<file path="src/rtl/alu_sequencer_pkg.sv">
// Shared definitions for the ALU sequencer, the ALU and the control unit:
// 3-bit ALU control codes, MIPS R-type funct values and the sequencer
// FSM state type.
package alu_sequencer_pkg;

    // ALU control codes, as seen on the ALU's ALUControl input
    localparam logic [2:0] ALU_CTRL_AND = 3'b000;
    localparam logic [2:0] ALU_CTRL_OR  = 3'b001;
    localparam logic [2:0] ALU_CTRL_ADD = 3'b010;
    localparam logic [2:0] ALU_CTRL_XOR = 3'b011;
    localparam logic [2:0] ALU_CTRL_SLL = 3'b100;
    localparam logic [2:0] ALU_CTRL_SRL = 3'b101;
    localparam logic [2:0] ALU_CTRL_SUB = 3'b110;
    localparam logic [2:0] ALU_CTRL_SLT = 3'b111;

    // MIPS R-type funct field values understood by the sequencer
    localparam logic [5:0] FUNCT_SLL = 6'h00;
    localparam logic [5:0] FUNCT_SRL = 6'h02;
    localparam logic [5:0] FUNCT_ADD = 6'h20;
    localparam logic [5:0] FUNCT_SUB = 6'h22;
    localparam logic [5:0] FUNCT_AND = 6'h24;
    localparam logic [5:0] FUNCT_OR  = 6'h25;
    localparam logic [5:0] FUNCT_XOR = 6'h26;
    localparam logic [5:0] FUNCT_SLT = 6'h2A;

    // Statistics counter width and saturation value
    localparam int          STAT_WIDTH = 16;
    localparam logic [15:0] STAT_MAX   = 16'hFFFF;

    // Sequencer FSM states
    typedef enum logic [1:0] {
        ST_IDLE = 2'd0,
        ST_EXEC = 2'd1,
        ST_RESP = 2'd2
    } seq_state_e;

    // Saturating increment used by the statistics counters
    function automatic logic [15:0] sat_inc16(input logic [15:0] value);
        sat_inc16 = (value == STAT_MAX) ? STAT_MAX : value + 16'd1;
    endfunction

endpackage

</file>
<file path="src/rtl/alu_sequencer_funct_decode.sv">
// Combinational MIPS R-type funct decoder (module alu_funct_decode).
// Maps a funct field to the 3-bit ALU control code and flags values the
// ALU cannot execute. Illegal values report ADD as a harmless default code.
module alu_funct_decode
    import alu_sequencer_pkg::*;
(
    input  logic [5:0] funct,
    output logic [2:0] ctrl,
    output logic       illegal
);

    // Funct-to-control lookup; anything outside the table is illegal
    always_comb begin
        ctrl    = ALU_CTRL_ADD;
        illegal = 1'b0;
        case (funct)
            FUNCT_AND: ctrl = ALU_CTRL_AND;
            FUNCT_OR:  ctrl = ALU_CTRL_OR;
            FUNCT_ADD: ctrl = ALU_CTRL_ADD;
            FUNCT_XOR: ctrl = ALU_CTRL_XOR;
            FUNCT_SLL: ctrl = ALU_CTRL_SLL;
            FUNCT_SRL: ctrl = ALU_CTRL_SRL;
            FUNCT_SUB: ctrl = ALU_CTRL_SUB;
            FUNCT_SLT: ctrl = ALU_CTRL_SLT;
            default: begin
                ctrl    = ALU_CTRL_ADD;
                illegal = 1'b1;
            end
        endcase
    end

endmodule

</file>
<file path="src/rtl/alu_sequencer.sv">
// ALU sequencer: accepts one R-type request at a time, drives registered
// operands/control to an external combinational ALU for one EXEC cycle,
// captures the result and holds it as a response until consumed.
// Optional build macro ALU_SEQ_STATS_EN adds saturating op/err counters.
module alu_sequencer
    import alu_sequencer_pkg::*;
#(
    parameter int WIDTH = 8
) (
    input  logic             clk,
    input  logic             rst_n,
    input  logic             req_valid,
    output logic             req_ready,
    input  logic [5:0]       req_funct,
    input  logic [WIDTH-1:0] req_a,
    input  logic [WIDTH-1:0] req_b,
    output logic [WIDTH-1:0] alu_a,
    output logic [WIDTH-1:0] alu_b,
    output logic [2:0]       alu_ctrl,
    input  logic [WIDTH-1:0] alu_result,
    output logic             rsp_valid,
    input  logic             rsp_ready,
    output logic [WIDTH-1:0] rsp_data,
    output logic             rsp_err
`ifdef ALU_SEQ_STATS_EN
    ,
    output logic [15:0]      op_count,
    output logic [15:0]      err_count
`endif
);

    seq_state_e       state_q, state_d;
    logic [WIDTH-1:0] alu_a_q, alu_a_d;
    logic [WIDTH-1:0] alu_b_q, alu_b_d;
    logic [2:0]       alu_ctrl_q, alu_ctrl_d;
    logic [WIDTH-1:0] rsp_data_q, rsp_data_d;
    logic             rsp_err_q, rsp_err_d;

    logic [2:0]       dec_ctrl;
    logic             dec_illegal;

    alu_funct_decode u_decode (
        .funct   (req_funct),
        .ctrl    (dec_ctrl),
        .illegal (dec_illegal)
    );

    // Handshake-visible status comes straight from the state register
    assign req_ready = (state_q == ST_IDLE);
    assign rsp_valid = (state_q == ST_RESP);
    assign alu_a     = alu_a_q;
    assign alu_b     = alu_b_q;
    assign alu_ctrl  = alu_ctrl_q;
    assign rsp_data  = rsp_data_q;
    assign rsp_err   = rsp_err_q;

    // Next-state and datapath capture; everything holds unless a state acts
    always_comb begin
        state_d    = state_q;
        alu_a_d    = alu_a_q;
        alu_b_d    = alu_b_q;
        alu_ctrl_d = alu_ctrl_q;
        rsp_data_d = rsp_data_q;
        rsp_err_d  = rsp_err_q;
        case (state_q)
            ST_IDLE: begin
                if (req_valid) begin
                    alu_a_d    = req_a;
                    alu_b_d    = req_b;
                    alu_ctrl_d = dec_ctrl;
                    if (dec_illegal) begin
                        // Nothing for the ALU to do: respond with an error
                        rsp_data_d = '0;
                        rsp_err_d  = 1'b1;
                        state_d    = ST_RESP;
                    end else begin
                        state_d    = ST_EXEC;
                    end
                end
            end
            ST_EXEC: begin
                // The ALU has had a full cycle on registered operands
                rsp_data_d = alu_result;
                rsp_err_d  = 1'b0;
                state_d    = ST_RESP;
            end
            ST_RESP: begin
                // Return to IDLE only; a new request waits for the next cycle
                if (rsp_ready) begin
                    state_d = ST_IDLE;
                end
            end
            default: begin
                state_d = ST_IDLE;
            end
        endcase
    end

    // State and datapath registers; reset discards any in-flight operation
    always_ff @(posedge clk or negedge rst_n) begin
        if (!rst_n) begin
            state_q    <= ST_IDLE;
            alu_a_q    <= '0;
            alu_b_q    <= '0;
            alu_ctrl_q <= ALU_CTRL_ADD;
            rsp_data_q <= '0;
            rsp_err_q  <= 1'b0;
        end else begin
            state_q    <= state_d;
            alu_a_q    <= alu_a_d;
            alu_b_q    <= alu_b_d;
            alu_ctrl_q <= alu_ctrl_d;
            rsp_data_q <= rsp_data_d;
            rsp_err_q  <= rsp_err_d;
        end
    end

`ifdef ALU_SEQ_STATS_EN
    logic        rsp_fire;
    logic [15:0] op_count_q, op_count_d;
    logic [15:0] err_count_q, err_count_d;

    assign rsp_fire  = rsp_valid & rsp_ready;
    assign op_count  = op_count_q;
    assign err_count = err_count_q;

    // Count completed response handshakes, split by error flag, saturating
    always_comb begin
        op_count_d  = op_count_q;
        err_count_d = err_count_q;
        if (rsp_fire) begin
            if (rsp_err_q) begin
                err_count_d = sat_inc16(err_count_q);
            end else begin
                op_count_d  = sat_inc16(op_count_q);
            end
        end
    end

    // Statistics registers
    always_ff @(posedge clk or negedge rst_n) begin
        if (!rst_n) begin
            op_count_q  <= '0;
            err_count_q <= '0;
        end else begin
            op_count_q  <= op_count_d;
            err_count_q <= err_count_d;
        end
    end
`endif

endmodule
</file>
<file path="config.mk">
export PLATFORM = sky130hd
export DESIGN_NAME = alu_sequencer
export DESIGN_NICKNAME = d
export VERILOG_FILES = /design/src/rtl/alu_sequencer_pkg.sv /design/src/rtl/alu_sequencer_funct_decode.sv /design/src/rtl/alu_sequencer.sv
export SDC_FILE = /design/constraint.sdc
export NUM_CORES = 1
export LEC_CHECK = 0
export BUFFER_PORTS_ARGS = -buffer_cell sky130_fd_sc_hd__buf_4
export CORE_ASPECT_RATIO = 0.75
export CORE_MARGIN = 2
export CORE_UTILIZATION = 30
export DETAILED_ROUTE_END_ITERATION = 7
export SETUP_SLACK_MARGIN = 0.5
export SLEW_MARGIN = 20
export SYNTH_ARGS = -nofsm -noshare
export SYNTH_HDL_FRONTEND = slang
export SYNTH_SLANG_ARGS = --single-unit
</file>
<file path="constraint.sdc">
create_clock -name clk -period 1.7 [get_ports clk]
set_clock_uncertainty 0.05 [all_clocks]
set_input_delay 0.17 -clock clk [delete_from_list [all_inputs] [get_ports clk]]
set_output_delay 0.17 -clock clk [all_outputs]
set_load 0.03 [all_outputs]
</file>
Yosys cells after proc, flatten, opt, wreduce, memory -nomap -nowiden
Cells that the tools add are included.
{"block": "totals", "regBits": 30, "wordCells": 36, "out_inout_bits": 30, "in_bits": 34}
{"block": "op_classes", "mux": 11, "eq_ne": 12, "reduce_logical": 7}
{"op": "== test 6 bit (second input constant)", "count": 6}
{"op": "one-hot mux 3 bit (7 select lines)", "count": 1}
{"op": "two-way mux 8 bit", "count": 2}
{"op": "one-hot mux 8 bit (2 select lines)", "count": 1}
{"op": "OR reduction 8 bit", "count": 1}
{"op": "== test 6 x 2 -> 1 bit (second input constant)", "count": 1}
{"op": "zero test 6 bit", "count": 1}
{"op": "two-way mux 2 bit", "count": 3}
{"op": "one-hot mux 2 bit (3 select lines)", "count": 1}
{"op": "inequality test 2 bit (second input constant)", "count": 2}
{"op": "AND reduction 2 bit", "count": 2}
{"op": "AND reduction 3 bit", "count": 1}
{"op": "== test 2 x 1 -> 1 bit (second input constant)", "count": 1}
{"op": "== test 2 bit (second input constant)", "count": 1}
{"op": "zero test 2 bit", "count": 1}
{"op": "two-way mux 1 bit", "count": 2}
{"op": "inequality test 2 x 1 -> 1 bit (second input constant)", "count": 1}
{"op": "one-hot mux 1 bit (2 select lines)", "count": 1}
{"op": "nonzero test 2 bit", "count": 1}

Longest topological paths before layout
{"block": "depth", "depth_word": 5, "depth_mapped": 6, "depth_no_buf": 4}

By module
Synthesis repeated with hierarchy kept, for this count alone.
{"block": "unflattened", "hier_cells": 115, "area_unflattened_um2": 1378.8}
{"mod": "alu_sequencer", "area_each_um2": 1257.5, "seq_area_each_um2": 752.0, "n_inst": 1, "cells_per_inst": 97}
{"mod": "alu_funct_decode", "area_each_um2": 121.4, "seq_area_each_um2": 0.0, "n_inst": 1, "cells_per_inst": 18}

Least setup slack after synthesis
No wires, ideal clock.
{"block": "synth_timing", "path_kind": "flip-flop to flip-flop", "startpoint": "register state_q[0]", "endpoint": "register state_q[1]", "setup_slack_ps": 403, "setup_time_ps": 64, "path_stages_with_launch": 4, "t_required_ps": 1586, "arrival_time_ps": 1182, "cell_sequence": "dfrtp_1 -> nor2b_1 -> nor2b_1 -> a211o_1"}
{"block": "synth_between", "elab_chain_len": 3}
{"element": "start, declared", "line": "alu_sequencer.sv:32", "text": "seq_state_e state_q, state_d;"}
{"element": "start signal, assigned", "line": "alu_sequencer.sv:109", "text": "state_q <= state_d;"}
{"element": "== test 2 bit *"}
{"element": "via rsp_valid", "line": "alu_sequencer.sv:21", "text": "output logic rsp_valid,"}
{"element": "inequality test 2 x 1 -> 1 bit (no source line)"}
{"element": "AND reduction 2 bit (no source line)"}
The timed path passes the listed nets; every way through them passes the cells marked *.
A chain may end at the register's enable or synchronous reset.

Worst setup path after layout
{"block": "layout_timing", "startpoint": "register state_q[1]", "endpoint": "output rsp_valid"}
{"block": "layout_between", "elab_chain_len": 1}
{"element": "== test 2 bit", "line": "alu_sequencer.sv:50", "text": "assign rsp_valid = (state_q == ST_RESP);"}
{"element": "end, declared", "line": "alu_sequencer.sv:21"}
No other way between the ends.

==> key figures <==
Finish
  • Share of layout cells above drive strength 1: about 54%
  • # nets final: 257
  • Fill count: 412
  • Most common cell after layout, fill and taps aside: buf_4
  • Finished Layout Cells: 281
  • Most frequent cells in the layout: buf_4 (67), nand2_1 (46), dfrtp_1 (27), a21oi_2 (16)
  • Diode count: 0
  • Area Growth Syn to Fin: 60.00%

Timing
  • Fin crit share: 73.63%
  • Tmin final: 1.252 ns
  • Tightest Pin Transition: approximately 0.38 ns
  • Setup repair after global routing missed its margin: true
  • Finish-stage setup viols: 0
  • Fmax: 798.9 MHz
  • Worst Setup Slack, final: 0.4483 ns
  • Fin. Hold Viols: 0
  • Rel. slew slack: 74.77%
  • Max Slew Vio Count: 0
  • Setup TNS: 0 ns
  • Min Hold Slack: 0.02844 ns

Critical path
  • Worst Path Required: between 1 and 1.5 ns
  • Crit. End Element: output pin
  • Crit Path Max Fanout: 5
  • Critical path class: reg -> out
  • Startpoint types: flip-flop
  • Arrival @ worst endpoint: between 1 and 1.5 ns

Global route
  • Largest net degree at the start of global routing: 31
  • Initial antenna violation count: 0
  • First-pass GRT wire length: 5.996 mm
  • Remaining global-route overflow: 0
  • Vias in the first global route: around 1,200
  • Global Route Usage Sum: 14.29%

Routing
  • First-pass DRT Iterations: 4
  • Avg WL per Cell: 12.68 um
  • DRC errors left: 0
  • Drt initial violations: 43
  • Total number of vias: 1,277
  • DRT antenna net count: 0
  • Vias per cell: 4.544
  • Detailed-route wire length: 3.564 mm

Place
  • Number of I/O port buffers: 63
  • DP HPWL: around 2.4 mm
  • Placed Cells: 264
  • Placer Congestion: 0.7473
  • Pre-CTS setup slack: 0.3043 ns

Pwr
  • P per Cell Area: 1128 mW/mm2
  • VDD IR max: approximately 550 uV
  • Static Leak: 1.129 nW
  • Overall Power: 2.596 mW

Logic synthesis
  • Post-synthesis cell count: 149
  • Unique cell type count in the Yosys netlist: 32
  • Yosys warns: 0
  • Ranking of synthesized cells by area: dfrtp_1 (50%), nand2_1 (14%), mux2i_1 (5.6%)
  • Sequential area share after synthesis: 52.26%
  • #FFs+latches synth: 30
  • EDFF count, synth: 0
  • Synth top area share: just over 50%
  • Post-Syn Area per Cell: approximately 9.7 um2
  • Syn_nets: 183
  • Post-Syn Area: 0.001439 mm2
  • Post-synth top area cell: dfrtp_1
  • Most used DFF post-synth: dfrtp_1
  • Ys async rst share: 100.0%

CTS
  • Clock Latency Late Sink: 0.27 ns
  • Num CTS Buffers: 5
  • Clock Tree Buf Depth: 2
  • Worst-path clk slew: 0.06 ns
  • CTS tree: done
  • Clock root buffer: clkbuf_8
  • H-Tree Depth: 2
  • # clock sinks: 30

Die
  • Die area: approximately 0.0054 mm2
  • Io pins: 64
  • Rows: 21
  • Vert. Die Dim: 63.98 um
  • Die Width: about 84 um
  • Initial Utilization: 31.65%
  • CORE AREA: 0.004546 mm2

Flow run
  • Max Cap Violations: 0

Hold path
  • Worst hold-check path type: in -> reg

Run status
  • Outcome: finished, final reports clean
-- worst max-delay path: stages (launching register included) --
cell and delay (ns):
dfrtp_2 0.45, nor2b_4 0.18, buf_6 0.13
-- power by group --
group / switching (mW) / internal [mW]
combinational: 0.606 / 0.445
clock: 0.259 / 0.326
sequential: 0.100 / 0.859
total: 0.966 / 1.63
-- cell type report --
class	instances	area, um2	area share, %
Timing Repair Buffer	76	654.4	28.42
Multi-Input combinational cell	108	723.2	31.41
Sequential cell	30	754.5	32.77
Tap cell	57	71.32	3.098
Clock inverter	1	5.005	0.2174
Inverter	2	7.507	0.3261
Clock buffer	7	86.33	3.750
-- metrics by stage --
stage / utilization, % / instance area (um2)
2_1_floorplan: - / 1485
5_1_grt: 50.65 / 2302
6_report: 50.65 / 2302
3_5_place_dp: 43.93 / 1997
3_3_place_gp: 43.93 / 1997
4_1_cts: 49.24 / 2238
-- cells in the mapped netlist, types with 2 or more instances --
| cell type | number |
|---|---|
| a21oi_1 | 10 |
| a21oi_2 | 8 |
| a31oi_1 | 2 |
| buf_2 | 3 |
| buf_4 | 3 |
| buf_6 | 2 |
| dfrtp_1 | 29 |
| inv_1 | 2 |
| mux2i_1 | 8 |
| nand2_1 | 52 |
| nand2b_1 | 2 |
| nor2_1 | 4 |
| nor2b_1 | 4 |
| nor3_1 | 2 |
-- sequential cells by signal, summed over array words and instances, names as in the netlist --
| signal | cells |
|---|---|
| alu_b | 8 |
| alu_a | 8 |
| state_q | 2 |
| alu_ctrl | 3 |
| rsp_data | 8 |
| rsp_err | 1 |
-- what timing repair did --
| action | CTS | global route |
|---|---|---|
| endpoints found under the hold margin | 29 | 0 |
| hold buffers | 1 | 0 |
| pin swaps | 3 | 1 |
| gates cloned | 2 | 1 |
| setup endpoints to repair | 30 | 33 |
| buffers inserted | 5 | 0 |
| resized for setup | 18 | 9 |
-- worst paths after layout --
| check | from | to | slack [ns] | cells after the start |
|---|---|---|---|---|
| setup / recovery | state_q[1]$_DFFE_PN0P_ | rsp_valid | 0.45 | 2 |
| hold / removal | req_a[0] | alu_a[0]$_DFFE_PN0P_ | 0.03 | 3 |
| setup reg to reg | state_q[1]$_DFFE_PN0P_ | rsp_data[6]$_DFFE_PN0P_ | 0.45 | 4 |
| hold reg to reg | alu_b[4]$_DFFE_PN0P_ | alu_b[4]$_DFFE_PN0P_ | 0.43 | 2 |
| max in group asynchronous | rst_n | alu_ctrl[1]$_DFFE_PN1P_ | 0.98 | 2 |
| min in group asynchronous | rst_n | alu_b[0]$_DFFE_PN0P_ | 0.30 | 2 |
-- routing by layer --
layer | routed length [um] | vias to the layer above | GRT usage [%]
met3 | 286 | 4 | 6.331
met2 | 1497 | 49 | 20.00
met1 | 1754 | 579 | 20.10
li1 | - | 645 | -
met4 | 25 | 0 | 3.629
met5 | 0 | - | 0
-- cells by family after synthesis --
kind of cell,share of synthesized area (%)
muxes,5.565
xor gates and xnor gates,0.6088
and+or+nand+nor,21.04
buffers and inverters,4.956
DFF,52.26
AOI/OAI and AO/OA,15.57
Note: power is estimated with default switching activity, not from simulation.
